<file path="src/rtl/blob_motion.sv">
// blob_motion: once-per-frame position engine for a rectangular sprite.
// A vsync falling edge launches a short sequence that latches the speed and
// buttons, steps each axis with wall bouncing, then commits x and y together.
module blob_motion #(
  parameter int WIDTH     = 64,
  parameter int HEIGHT    = 64,
  parameter int SCREEN_W  = 1024,
  parameter int SCREEN_H  = 768,
  parameter int X_INIT    = 480,
  parameter int Y_INIT    = 352,
  parameter int MAX_SPEED = 7
) (
  input  logic        vclock,
  input  logic        reset,
  input  logic        vsync,
  input  logic        pause,
  input  logic [3:0]  speed,
  input  logic        btn_left,
  input  logic        btn_right,
  input  logic        btn_up,
  input  logic        btn_down,
  output logic [10:0] x,
  output logic [9:0]  y,
  output logic        bounce
);

  // Largest legal top-left coordinates: the sprite's far edge sits on the wall
  localparam logic [11:0] X_MAX    = 12'(SCREEN_W - WIDTH);
  localparam logic [11:0] Y_MAX    = 12'(SCREEN_H - HEIGHT);
  localparam logic [3:0]  MAX_STEP = 4'(MAX_SPEED);

  typedef enum logic [2:0] {
    IDLE   = 3'd0,
    LATCH  = 3'd1,
    STEP_X = 3'd2,
    STEP_Y = 3'd3,
    COMMIT = 3'd4
  } state_t;

  state_t      state, state_next;
  logic        vsync_d;
  logic        detect;
  logic [3:0]  step;
  logic [3:0]  step_clamped;
  logic        dx_neg, dy_neg;
  logic [10:0] nx;
  logic [9:0]  ny;
  logic        hit_x, hit_y;
  logic [11:0] x_sum, y_sum;
  logic [11:0] x_wide, y_wide, step_wide;

  assign detect       = vsync_d & ~vsync;
  assign step_clamped = (speed > MAX_STEP) ? MAX_STEP : speed;
  // 12-bit operands so x+step can never wrap before the wall comparison
  assign x_wide       = {1'b0, x};
  assign y_wide       = {2'b00, y};
  assign step_wide    = {8'd0, step};
  assign x_sum        = x_wide + step_wide;
  assign y_sum        = y_wide + step_wide;

  // Delay vsync by one cycle for falling-edge detection
  always_ff @(posedge vclock or posedge reset) begin
    if (reset) vsync_d <= 1'b1;
    else       vsync_d <= vsync;
  end

  // FSM state register
  always_ff @(posedge vclock or posedge reset) begin
    if (reset) state <= IDLE;
    else       state <= state_next;
  end

  // FSM next state: a paused frame or a mid-sequence vsync edge is ignored
  always_comb begin
    state_next = state;
    case (state)
      IDLE:    if (detect && !pause) state_next = LATCH;
      LATCH:   state_next = STEP_X;
      STEP_X:  state_next = STEP_Y;
      STEP_Y:  state_next = COMMIT;
      COMMIT:  state_next = IDLE;
      default: state_next = IDLE;
    endcase
  end

  // Datapath: latch inputs, step each axis with bounce, commit both together
  always_ff @(posedge vclock or posedge reset) begin
    if (reset) begin
      x      <= 11'(X_INIT);
      y      <= 10'(Y_INIT);
      dx_neg <= 1'b0;
      dy_neg <= 1'b0;
      bounce <= 1'b0;
      step   <= 4'd0;
      nx     <= 11'd0;
      ny     <= 10'd0;
      hit_x  <= 1'b0;
      hit_y  <= 1'b0;
    end else begin
      bounce <= 1'b0;
      case (state)
        LATCH: begin
          step <= step_clamped;
          if (btn_left && !btn_right)      dx_neg <= 1'b1;
          else if (btn_right && !btn_left) dx_neg <= 1'b0;
          if (btn_up && !btn_down)         dy_neg <= 1'b1;
          else if (btn_down && !btn_up)    dy_neg <= 1'b0;
        end
        STEP_X: begin
          hit_x <= 1'b0;
          if (!dx_neg) begin
            if (x_sum > X_MAX) begin
              nx     <= X_MAX[10:0];
              dx_neg <= 1'b1;
              hit_x  <= 1'b1;
            end else begin
              nx <= x_sum[10:0];
            end
          end else begin
            if (x_wide < step_wide) begin
              nx     <= 11'd0;
              dx_neg <= 1'b0;
              hit_x  <= 1'b1;
            end else begin
              nx <= x - {7'd0, step};
            end
          end
        end
        STEP_Y: begin
          hit_y <= 1'b0;
          if (!dy_neg) begin
            if (y_sum > Y_MAX) begin
              ny     <= Y_MAX[9:0];
              dy_neg <= 1'b1;
              hit_y  <= 1'b1;
            end else begin
              ny <= y_sum[9:0];
            end
          end else begin
            if (y_wide < step_wide) begin
              ny     <= 10'd0;
              dy_neg <= 1'b0;
              hit_y  <= 1'b1;
            end else begin
              ny <= y - {6'd0, step};
            end
          end
        end
        COMMIT: begin
          x      <= nx;
          y      <= ny;
          bounce <= hit_x | hit_y;
        end
        default: ;
      endcase
    end
  end

endmodule

</file>
<file path="config.mk">
export PLATFORM = sky130hd
export DESIGN_NAME = blob_motion
export DESIGN_NICKNAME = d
export VERILOG_FILES = /design/src/rtl/blob_motion.sv
export SDC_FILE = /design/constraint.sdc
export NUM_CORES = 1
export LEC_CHECK = 0
export BUFFER_PORTS_ARGS = -buffer_cell sky130_fd_sc_hd__buf_2
export CORE_MARGIN = 2
export CORE_UTILIZATION = 60
export DETAILED_ROUTE_END_ITERATION = 10
export GPL_ROUTABILITY_DRIVEN = 1
export GPL_TIMING_DRIVEN = 0
export PLACE_DENSITY = 0.92
export SLEW_MARGIN = 40
export SYNTH_ARGS = -nofsm -noshare
export SYNTH_HDL_FRONTEND = slang
export SYNTH_SLANG_ARGS = --single-unit
</file>
<file path="constraint.sdc">
create_clock -name vclock -period 3.3 [get_ports vclock]
set_clock_uncertainty 0.15 [all_clocks]
set_input_delay 0 -clock vclock [delete_from_list [all_inputs] [get_ports vclock]]
set_output_delay 0 -clock vclock [all_outputs]
set_load 0.02 [all_outputs]
</file>
==> summary.md, run 1 <==
| Metric | Value |
|---|---|
| Vias in the first global route | `between 2000 and 3000` |
| Setup TNS | `0 ns` |
| Placed cell areas | `between 3000 and 4000 um2` |
| DR vias | `a little over 3000` |
| Synth Register Bits | `55` |
| CTS buffer count | `5` |
| Clock Path Buffers | `2` |
| Tot GR Track Use | `a little over a quarter` |
| CTS tree | `done` |
| WL/cell | `roughly 17 um` |
| RR Startpoint | `step[0]$_DFFE_PP0P_` |
| Worst r2r path cells | `9` |
| Largest net degree at the start of global routing | `35` |
| Starting DRC count in detailed routing | `about 370` |
| # rows | `28` |
| Pwr/cell area | `1110 nW/um2` |
| HP Class | `in -> reg` |
| CP delay by family, top | `adder cells` |
| Synthesized instance count | `between 300 and 400` |
| Drc violations | `0` |
| Post-route cell area | `just over 4000 um2` |
| # nets final | `466` |
| Post-synth top cells | `dfrtp_1, nor2_1, nand2_1, o21ai_0, a21oi_1` |
| Slowest CP cell | `dfrtp_1` |
| Gpl congestion | `around 0.96` |
| H-Tree Depth | `2` |
| Number of max-cap violations | `0` |
| Worst EP required | `3.35 ns` |
| Synth async-reset ratio | `100%` |
| Mean Syn Cell Area | `approximately 9.6 um2` |
| Post-synthesis cell type count | `65` |
| Vias per cell | `approximately 6` |
| Ratio of cells with drive above 1 in the final layout | `21.2%` |
| Final Routed Wirelength | `8670 um` |
| Cell count along the critical path | `9` |
| Die X | `82.2 um` |
| Period Utilization, post-route | `91.1%` |
| CP cell instances | `ha_1 > fa_1 > nor2b_1 > o2111ai_1 > mux2i_1 > nand2_1 > a31oi_4 > nor3_2 > mux2_4` |
| Static leakage | `1.81 nW` |
| Worst Setup Start Kind | `flop` |
| Largest cells by area after synthesis | `dfrtp_1, ha_1, dfstp_2` |
| Post-DP HPWL | `just over 6000 um` |
| Final setup fails | `0` |
| Worst-skew pair later-pin latency | `0.31 ns` |
| Port bufs | `33` |
| Seq/Total Area, Yosys | `37.8%` |
| Top FF cell, synth | `dfrtp_1` |
| Post-synth top area cell | `dfrtp_1` |
| Max-slew violations | `0` |
| First-pass GRT wire length | `about 14000 um` |
| # diodes | `0` |
| Syn Std Cell Area | `around 3700 um2` |
| Clock sinks | `55` |
| Syn-to-layout area delta | `12.7%` |
| Number of synthesized flops with an enable pin | `0` |
| Antenna violations before repair | `0` |
| Clk slew on worst S/H paths | `roughly 0.10 ns` |
| Max-slew headroom | `about 51%` |
| Max frequency | `0.333 GHz` |
| Die Y | `slightly above 80 um` |
| Maximum VDD drop | `between 0.4 and 0.5 mV` |
| Critical Path Fanout Max | `7` |
| Core region area | `just under 6000 um2` |
| CP Class | `reg -> reg` |
| Final hold violations | `0` |
| Clock root cell | `clkbuf_8` |
| Post-synth top area share | `roughly 32%` |
| Die ar. | `6760 um2` |
| Worst setup path start | `step[0]$_DFFE_PP0P_` |
| Post-DRT Antenna Nets | `0` |
| Synth warnings | `0` |
| Post-cts gate resize count | `0` |
| Initial core utilization | `around three fifths` |
| Buf+Inv Stages, Crit Path | `0` |
| Post-Syn Nets | `between 400 and 500` |
| Outcome | `complete, no violations` |
| Min Tclk post-route | `around 3.0 ns` |
| DRT Pass-1 Iters | `5` |
| CP peak stage delay | `~0.48 ns` |
| R2R Setup Slk | `just under 0.3 ns` |
| Most frequent cell after synthesis | `dfrtp_1` |
| Reg2reg end | `hit_y$_DFFE_PP0P_` |
| RSZ-0062 raised after global routing | `no` |
| Post-CTS Setup Bufs | `0` |
| CP Data Arrival Time | `a little over 3 ns` |
| Ports | `34` |
| Grt ovf | `0` |
| Slew of the pin with the lowest slew margin | `between 0.7 and 0.8 ns` |
| Setup crit end kind | `flop` |
| Total power | `between 4 and 5 mW` |
| Critical path endpoint | `hit_y$_DFFE_PP0P_` |
-- power by group --
group	switching [mW]	total, mW	internal, mW
combinational	1.72	2.89	1.17
sequential	0.286	1.30	1.01
clock	0.227	0.400	0.173
total	2.23	4.58	2.35
-- logic make-up after synthesis --
family,share of synthesized area [%]
and+or+nand+nor,16.4
AOI/OAI and AO/OA,21.3
DFF,37.8
buffers and inverters,4.84
adders and majority gates,8.32
xor gates and xnor gates,5.01
muxes,6.38
-- through the flow --
stage | utilization (%) | worst slack, ns | hold WS, ns | cells
after global placement | 66.4 | 0.409 | -0.0314 | 490
after global routing | 69.9 | 0.135 | 0.0500 | 508
after CTS | 69.9 | 0.331 | 0.0138 | 508
after floorplan | - | 0.626 | -0.146 | 382
final | 69.9 | 0.294 | 0.0186 | 508
after detailed placement | 66.7 | 0.352 | -0.168 | 491
-- metal layers --
metal	track usage, %	up-vias	part of all wire, %
met5	0	-	0
met4	8.33	0	1.4
met3	4.24	14	5.4
met2	43.1	119	47
met1	37.2	1474	46
li1	-	1456	-
-- flip-flops by register name, summed over array words and instances, names as in the netlist --
register  count
nx           11
x            11
ny           10
y            10
step          4
state         3
bounce        1
dx_neg        1
dy_neg        1
hit_x         1
hit_y         1
vsync_d       1
-- tightest hold or removal path, cell delays in order --
cell and delay (ns):
buf_2 0.08, ha_1 0.15, a21oi_1 0.07, o221ai_1 0.15
-- worst min path at each step --
stage	from	endpoint	slack, ns	cells after the start
after floorplan	vsync	vsync_d$_DFF_PP1_	-0.15	0
after global placement	vsync	vsync_d$_DFF_PP1_	-0.03	1
after detailed placement	reset	state[0]$_DFFE_PP0P_	-0.17	2
after CTS	btn_up	dy_neg$_DFFE_PP0P_	0.01	4
after global routing	btn_right	dx_neg$_DFFE_PP0P_	0.05	6
final	btn_up	dy_neg$_DFFE_PP0P_	0.02	4
-- timing repair --
| action | 4_1_cts | 5_1_grt |
|---|---|---|
| endpoints found under the setup margin | 0 | 0 |
| endpoints found under the hold margin | 56 | 0 |
| hold buffers | 9 | 0 |
-- layout by cell type (no fill, tap or decap), drive strengths merged, types with 3 or more instances in the layout --
cell type and count:
ha 18, or3 4, nor3b 3, a31oi 6, o21bai 4, and2 3, xor2 6, dfstp 8
xnor2 15, buf 42, nand2b 9, a21oi 25, o21ai 31, clkbuf 18, o21a 4, nor2 31
mux2 16, o221ai 4, o31ai 7, nand2 26, and3 6, or2 4, a22o 3, mux2i 5
dfrtp 47, nor3 13, o2111ai 4, dlygate4sd3 9, fa 4, nor2b 7, inv 22
-- cell type report --
cell class | count | area [um2]
sequential | 55 | 1390
timing repair buffer | 43 | 275
multi-input combinational | 286 | 2110
inverter | 22 | 85.1
fill | 436 | 1780
clock buffer | 7 | 86.3
tap | 75 | 93.8
clock inverter | 1 | 8.76
buffer | 19 | 95.1
(Power assumes the default switching activity.)
==> inputs of run 2 (changes only) <==
CELL_PAD_IN_SITES_DETAIL_PLACEMENT = 0   (was not set)
CELL_PAD_IN_SITES_GLOBAL_PLACEMENT = 1   (was not set)
CORE_UTILIZATION = 47   (was 60)
PLACE_DENSITY = 0.93   (was 0.92)
==> run 2 against run 1 <==
Against the previous run:
- utilization decreased by 15 points
- critical path type unchanged
- global-route usage down 6.8 points
- critical path depth is the same
- worst setup slack improved by 0.086 ns
- hold slack better by 0.016 ns
- cell area rose by 0.79%
==> summary.md, run 2 (same netlist as run 1, synthesis figures left out) <==
| Metric | Value |
|---|---|
| Period Utilization, post-route | `about 90%` |
| Post-cts gate resize count | `0` |
| Final Routed Wirelength | `8070 um` |
| HP Class | `in -> reg` |
| RR Startpoint | `step[0]$_DFFE_PP0P_` |
| Pint | `~2.3 mW` |
| Max frequency | `0.342 GHz` |
| Comb pwr share | `between 60% and 70%` |
| Setup crit end kind | `flop` |
| First-pass GRT wire length | `approximately 14000 um` |
| Vias in the first global route | `~2900` |
| Largest net degree at the start of global routing | `43` |
| Die X | `a little over 90 um` |
| Most frequent cells in the layout | `dfrtp_1, buf_2, nor2_1` |
| Most common cell after layout, fill and taps aside | `dfrtp_1` |
| R2R Setup Slk | `0.38 ns` |
| Worst r2r path cells | `9` |
| Critical Path Fanout Max | `7` |
| RSZ-0062 raised after global routing | `no` |
| Min Tclk post-route | `slightly below 3 ns` |
| Maximum VDD drop | `0.554 mV` |
| Port bufs | `33` |
| DR vias | `about 3000` |
| Reg2reg end | `hit_y$_DFFE_PP0P_` |
| Gpl congestion | `approximately 0.85` |
| HP Start | `btn_up` |
| Worst EP required | `~3.3 ns` |
| Tot GR Track Use | `roughly 20%` |
| Regs by FF count | `nx x11, x x11` |
| Sw frac | `between 40% and 50%` |
| Clock Path Buffers | `2` |
| Hold EP | `dy_neg$_DFFE_PP0P_` |
| Setup TNS | `0 ns` |
| Die Y | `92.4 um` |
| CTS buffer count | `5` |
| Clk slew on worst S/H paths | `about 0.1 ns` |
| Clock power share | `8.1%` |
| H-Tree Depth | `2` |
| Final setup fails | `0` |
| Post-DRT Antenna Nets | `0` |
| WL/cell | `15.0 um` |
| Starting DRC count in detailed routing | `around 130` |
| Clock root cell | `clkbuf_8` |
| Pwr/cell area | `1070 nW/um2` |
| Outcome | `complete, no violations` |
| Worst-skew pair later-pin latency | `~0.3 ns` |
| CP Class | `reg -> reg` |
| Post-DP HPWL | `6090 um` |
| Post-CTS Setup Bufs | `0` |
| Max-slew headroom | `58.7%` |
| Antenna violations before repair | `0` |
| Slew of the pin with the lowest slew margin | `between 0.6 and 0.7 ns` |
| Vias per cell | `around 5.5` |
| Grt ovf | `0` |
| Max-slew violations | `0` |
| Post-route cell area | `4170 um2` |
| # nets final | `approximately 470` |
| Number of max-cap violations | `0` |
| Placed cell areas | `roughly 4000 um2` |
| Core region area | `between 7000 and 8000 um2` |
| Syn-to-layout area delta | `13.6%` |
| # diodes | `0` |
| DRT Pass-1 Iters | `4` |
| CTS tree | `done` |
| Drc violations | `0` |
| Final hold violations | `0` |
| # rows | `32` |
| Worst Setup Start Kind | `flop` |
| Setup ws final | `between 0.3 and 0.4 ns` |
| Final core occ | `between 50% and 60%` |
| Net Switching | `around 2.2 mW` |
| Ratio of cells with drive above 1 in the final layout | `between 20 and 25%` |
| Initial core utilization | `about 48%` |
| Ports | `34` |
| Die ar. | `8530 um2` |
| Power share of the sequential group | `between 20% and 30%` |
| Static leakage | `roughly 1.8 nW` |
| CP Data Arrival Time | `roughly 3.0 ns` |
| Clock sinks | `55` |
| Hold buffers post-CTS | `10` |
| Hold Crit Depth | `4` |
| Pre-CTS setup slack | `0.382 ns` |
run 2: cell types whose count changed in the layout (fill, tap and decap cells not counted):
cell / before / now
clkinv_4: 1 / 0
clkbuf_8: 6 / 5
clkbuf_1: 12 / 11
dlygate4sd3_1: 9 / 10
clkinv_2: 0 / 3
run 2: worst max path at each step:
stage,cells after the start,to,slack (ns),startpoint
5_1_grt,10,hit_y$_DFFE_PP0P_,0.18,step[1]$_DFFE_PP0P_
6_report,9,hit_y$_DFFE_PP0P_,0.38,step[0]$_DFFE_PP0P_
3_5_place_dp,9,hit_y$_DFFE_PP0P_,0.38,step[0]$_DFFE_PP0P_
4_1_cts,9,hit_y$_DFFE_PP0P_,0.37,step[0]$_DFFE_PP0P_
3_3_place_gp,9,hit_y$_DFFE_PP0P_,0.42,step[0]$_DFFE_PP0P_
2_1_floorplan,9,hit_y$_DFFE_PP0P_,0.63,y[0]$_DFFE_PP0P_
run 2: critical path: stages, from the launching register on:
cell and delay, ns:
dfrtp_1 0.45, ha_1 0.23, fa_1 0.40, nor2b_1 0.17, o2111ai_1 0.36, mux2i_1 0.28
nand2_1 0.12, a31oi_4 0.25, nor3_2 0.11, mux2_4 0.28
run 2: through the flow:
| stage | cells | power [mW] | hold slack (ns) |
|---|---|---|---|
| floorplan | 382 | 3.41 | -0.146 |
| global placement | 517 | 4.04 | -0.0333 |
| detailed placement | 518 | 4.08 | -0.218 |
| CTS | 536 | 4.48 | 0.0382 |
| global route | 536 | 4.88 | 0.0484 |
| finish | 536 | 4.47 | 0.0347 |
run 2: final cells by class:
class,count,area (um2)
sequential,55,1390
clock inverter,3,15.0
multi-input combinational,286,2110
tap,102,128
buffer,19,95.1
timing repair buffer,44,285
inverter,22,85.1
clock buffer,5,68.8
fill,690,3480
run 2: power groups by stage:
stage / Clock, mW / Sequential, mW / Combinational (mW)
3_3_place_gp: 0 / 1.29 / 2.75
2_1_floorplan: 0 / 1.39 / 2.03
5_1_grt: 0.403 / 1.34 / 3.14
6_report: 0.365 / 1.28 / 2.83
3_5_place_dp: 0 / 1.30 / 2.79
4_1_cts: 0.378 / 1.29 / 2.82
run 2: routing by layer:
layer / GRT usage, % / wire, um / vias to the layer above
met3: 2.85 / 220 / 14
met2: 35.0 / 4070 / 57
met5: 0 / 0 / -
met1: 24.8 / 3610 / 1434
met4: 8.08 / 172 / 0
li1: - / - / 1464
==> inputs of run 3 (changes only) <==
CORE_UTILIZATION = 48   (was 47)
CTS_BUF_LIST = sky130_fd_sc_hd__clkbuf_2   (was not set)
PLACE_DENSITY = 0.94   (was 0.93)
==> run 3 against run 2 <==
Against the previous run:
- via count grew 2.2%
- sequential cell count stayed put
- sequential share of layout area down 0.18 points
- critical endpoint unchanged
- final cell count grew 0.75%
- global-route usage rose by 2.1 points
- utilization up 2.7 points
- count of clock-buffer cells in the layout increased by 2
==> summary.md, run 3 (same netlist as run 1, synthesis figures left out) <==
| Metric | Value |
|---|---|
| # nets final | `474` |
| Static leakage | `1.83 nW` |
| RSZ-0062 raised after global routing | `no` |
| CP Data Arrival Time | `~3.3 ns` |
| Grt ovf | `0` |
| Port bufs | `33` |
| Die X | `a little over 90 um` |
| HP Class | `in -> reg` |
| DR vias | `3034` |
| Total power | `around 4.5 mW` |
| Die Y | `91.4 um` |
| Pwr/cell area | `around 1100 nW/um2` |
| Initial core utilization | `50.1%` |
| Clock sinks | `55` |
| Critical Path Fanout Max | `7` |
| Post-DP HPWL | `6300 um` |
| WL/cell | `between 15 and 20 um` |
| Final Routed Wirelength | `8780 um` |
| Post-cts gate resize count | `0` |
| Outcome | `complete, no violations` |
| Largest net degree at the start of global routing | `33` |
| Tot GR Track Use | `22.1%` |
| Die ar. | `about 8400 um2` |
| Regs by FF count | `nx x11, x x11` |
| Vias in the first global route | `around 3000` |
| Final hold violations | `0` |
| Clock Path Buffers | `2` |
| Clock root cell | `clkbuf_2` |
| Clk slew on worst S/H paths | `between 0.2 and 0.3 ns` |
| First-pass GRT wire length | `14900 um` |
| Most frequent cells in the layout | `dfrtp_1, buf_2, nor2_1` |
| Slew of the pin with the lowest slew margin | `0.664 ns` |
| CTS tree | `done` |
| Min Tclk post-route | `3.05 ns` |
| Max frequency | `between 0.3 and 0.4 GHz` |
| Max-slew violations | `0` |
| # diodes | `0` |
| # rows | `31` |
| Setup crit end kind | `flop` |
| Ratio of cells with drive above 1 in the final layout | `between 20% and 30%` |
| Max-slew headroom | `between 50% and 60%` |
| Worst EP required | `roughly 3.5 ns` |
| Core region area | `between 7000 and 8000 um2` |
| CP Class | `reg -> reg` |
| Post-DRT Antenna Nets | `0` |
| Syn-to-layout area delta | `14.2%` |
| H-Tree Depth | `2` |
| CTS buffer count | `5` |
| Vias per cell | `between 5 and 6` |
| Post-CTS Setup Bufs | `0` |
| Antenna violations before repair | `0` |
| Final setup fails | `0` |
| DRT Pass-1 Iters | `6` |
| Drc violations | `0` |
| Ports | `34` |
| Worst Setup Start Kind | `flop` |
| Setup TNS | `0 ns` |
| Maximum VDD drop | `0.325 mV` |
| Starting DRC count in detailed routing | `around 190` |
| Period Utilization, post-route | `92.5%` |
| Number of max-cap violations | `0` |
| Worst-skew pair later-pin latency | `about 0.45 ns` |
| Hold buffers post-CTS | `17` |
| Gpl congestion | `0.947` |
| Fin Hold WS | `about 0.2 ns` |
| Most common cell after layout, fill and taps aside | `dfrtp_1` |
==> run 3: cell types whose count changed in the layout (fill, tap and decap cells not counted) <==
| cell | before | now |
|---|---|---|
| clkbuf_8 | 5 | 0 |
| clkinv_2 | 3 | 1 |
| dlygate4sd3_1 | 10 | 17 |
| clkbuf_2 | 0 | 7 |
==> run 3: path summary, 6_finish.rpt <==
check	from	end	slack [ns]	cells past startpoint
min in group asynchronous	reset	ny[5]$_DFFE_PP0P_	0.44	4
worst max-delay path	step[0]$_DFFE_PP0P_	hit_y$_DFFE_PP0P_	0.25	9
worst min register to register	state[2]$_DFFE_PP0P_	state[1]$_DFFE_PP0P_	0.36	1
max in group asynchronous	reset	x[6]$_DFFE_PP1P_	2.03	5
worst min-delay path	speed[3]	step[1]$_DFFE_PP0P_	0.20	4
worst max register to register	step[0]$_DFFE_PP0P_	hit_y$_DFFE_PP0P_	0.25	9
==> run 3: through the flow <==
| step | worst slack, ns | cell area (um2) | util (%) | std cells |
|---|---|---|---|---|
| after floorplan | 0.626 | 3670 | - | 382 |
| after global placement | 0.379 | 3960 | 54.0 | 514 |
| after detailed placement | 0.345 | 3980 | 54.3 | 515 |
| after CTS | 0.298 | 4190 | 57.2 | 540 |
| after global routing | 0.000527 | 4190 | 57.2 | 540 |
| final | 0.248 | 4190 | 57.2 | 540 |
==> run 3: worst max-delay path, cell delays in order (launching register included) <==
cell	delay, ns
dfrtp_1	0.51
ha_1	0.24
fa_1	0.41
nor2b_1	0.17
o2111ai_1	0.37
mux2i_1	0.29
nand2_1	0.14
a31oi_4	0.29
nor3_2	0.11
mux2_4	0.29
==> run 3: routing by layer <==
layer | share of wire, % | vias up | global-route usage (%)
li1 | - | 1477 | -
met1 | 49 | 1462 | 32.5
met2 | 46 | 87 | 33.3
met3 | 4.0 | 8 | 3.73
met4 | 0.67 | 0 | 6.44
met5 | 0 | - | 0
==> run 3: where the power goes <==
group          leakage (nW)  internal, mW  total [mW]  switching (mW)
Combinational          1.14          1.19        2.92            1.72
Sequential            0.658          1.01        1.29           0.284
Clock                0.0330        0.0577       0.272           0.214
Total                  1.83          2.26        4.48            2.22
==> run 3: area by class of cell <==
| class | count | area (um2) |
|---|---|---|
| tap | 99 | 124 |
| fill | 657 | 3140 |
| multi-input combinational | 286 | 2110 |
| clock buffer | 7 | 35.0 |
| buffer | 19 | 95.1 |
| inverter | 22 | 85.1 |
| sequential | 55 | 1390 |
| clock inverter | 1 | 5.00 |
| timing repair buffer | 51 | 355 |
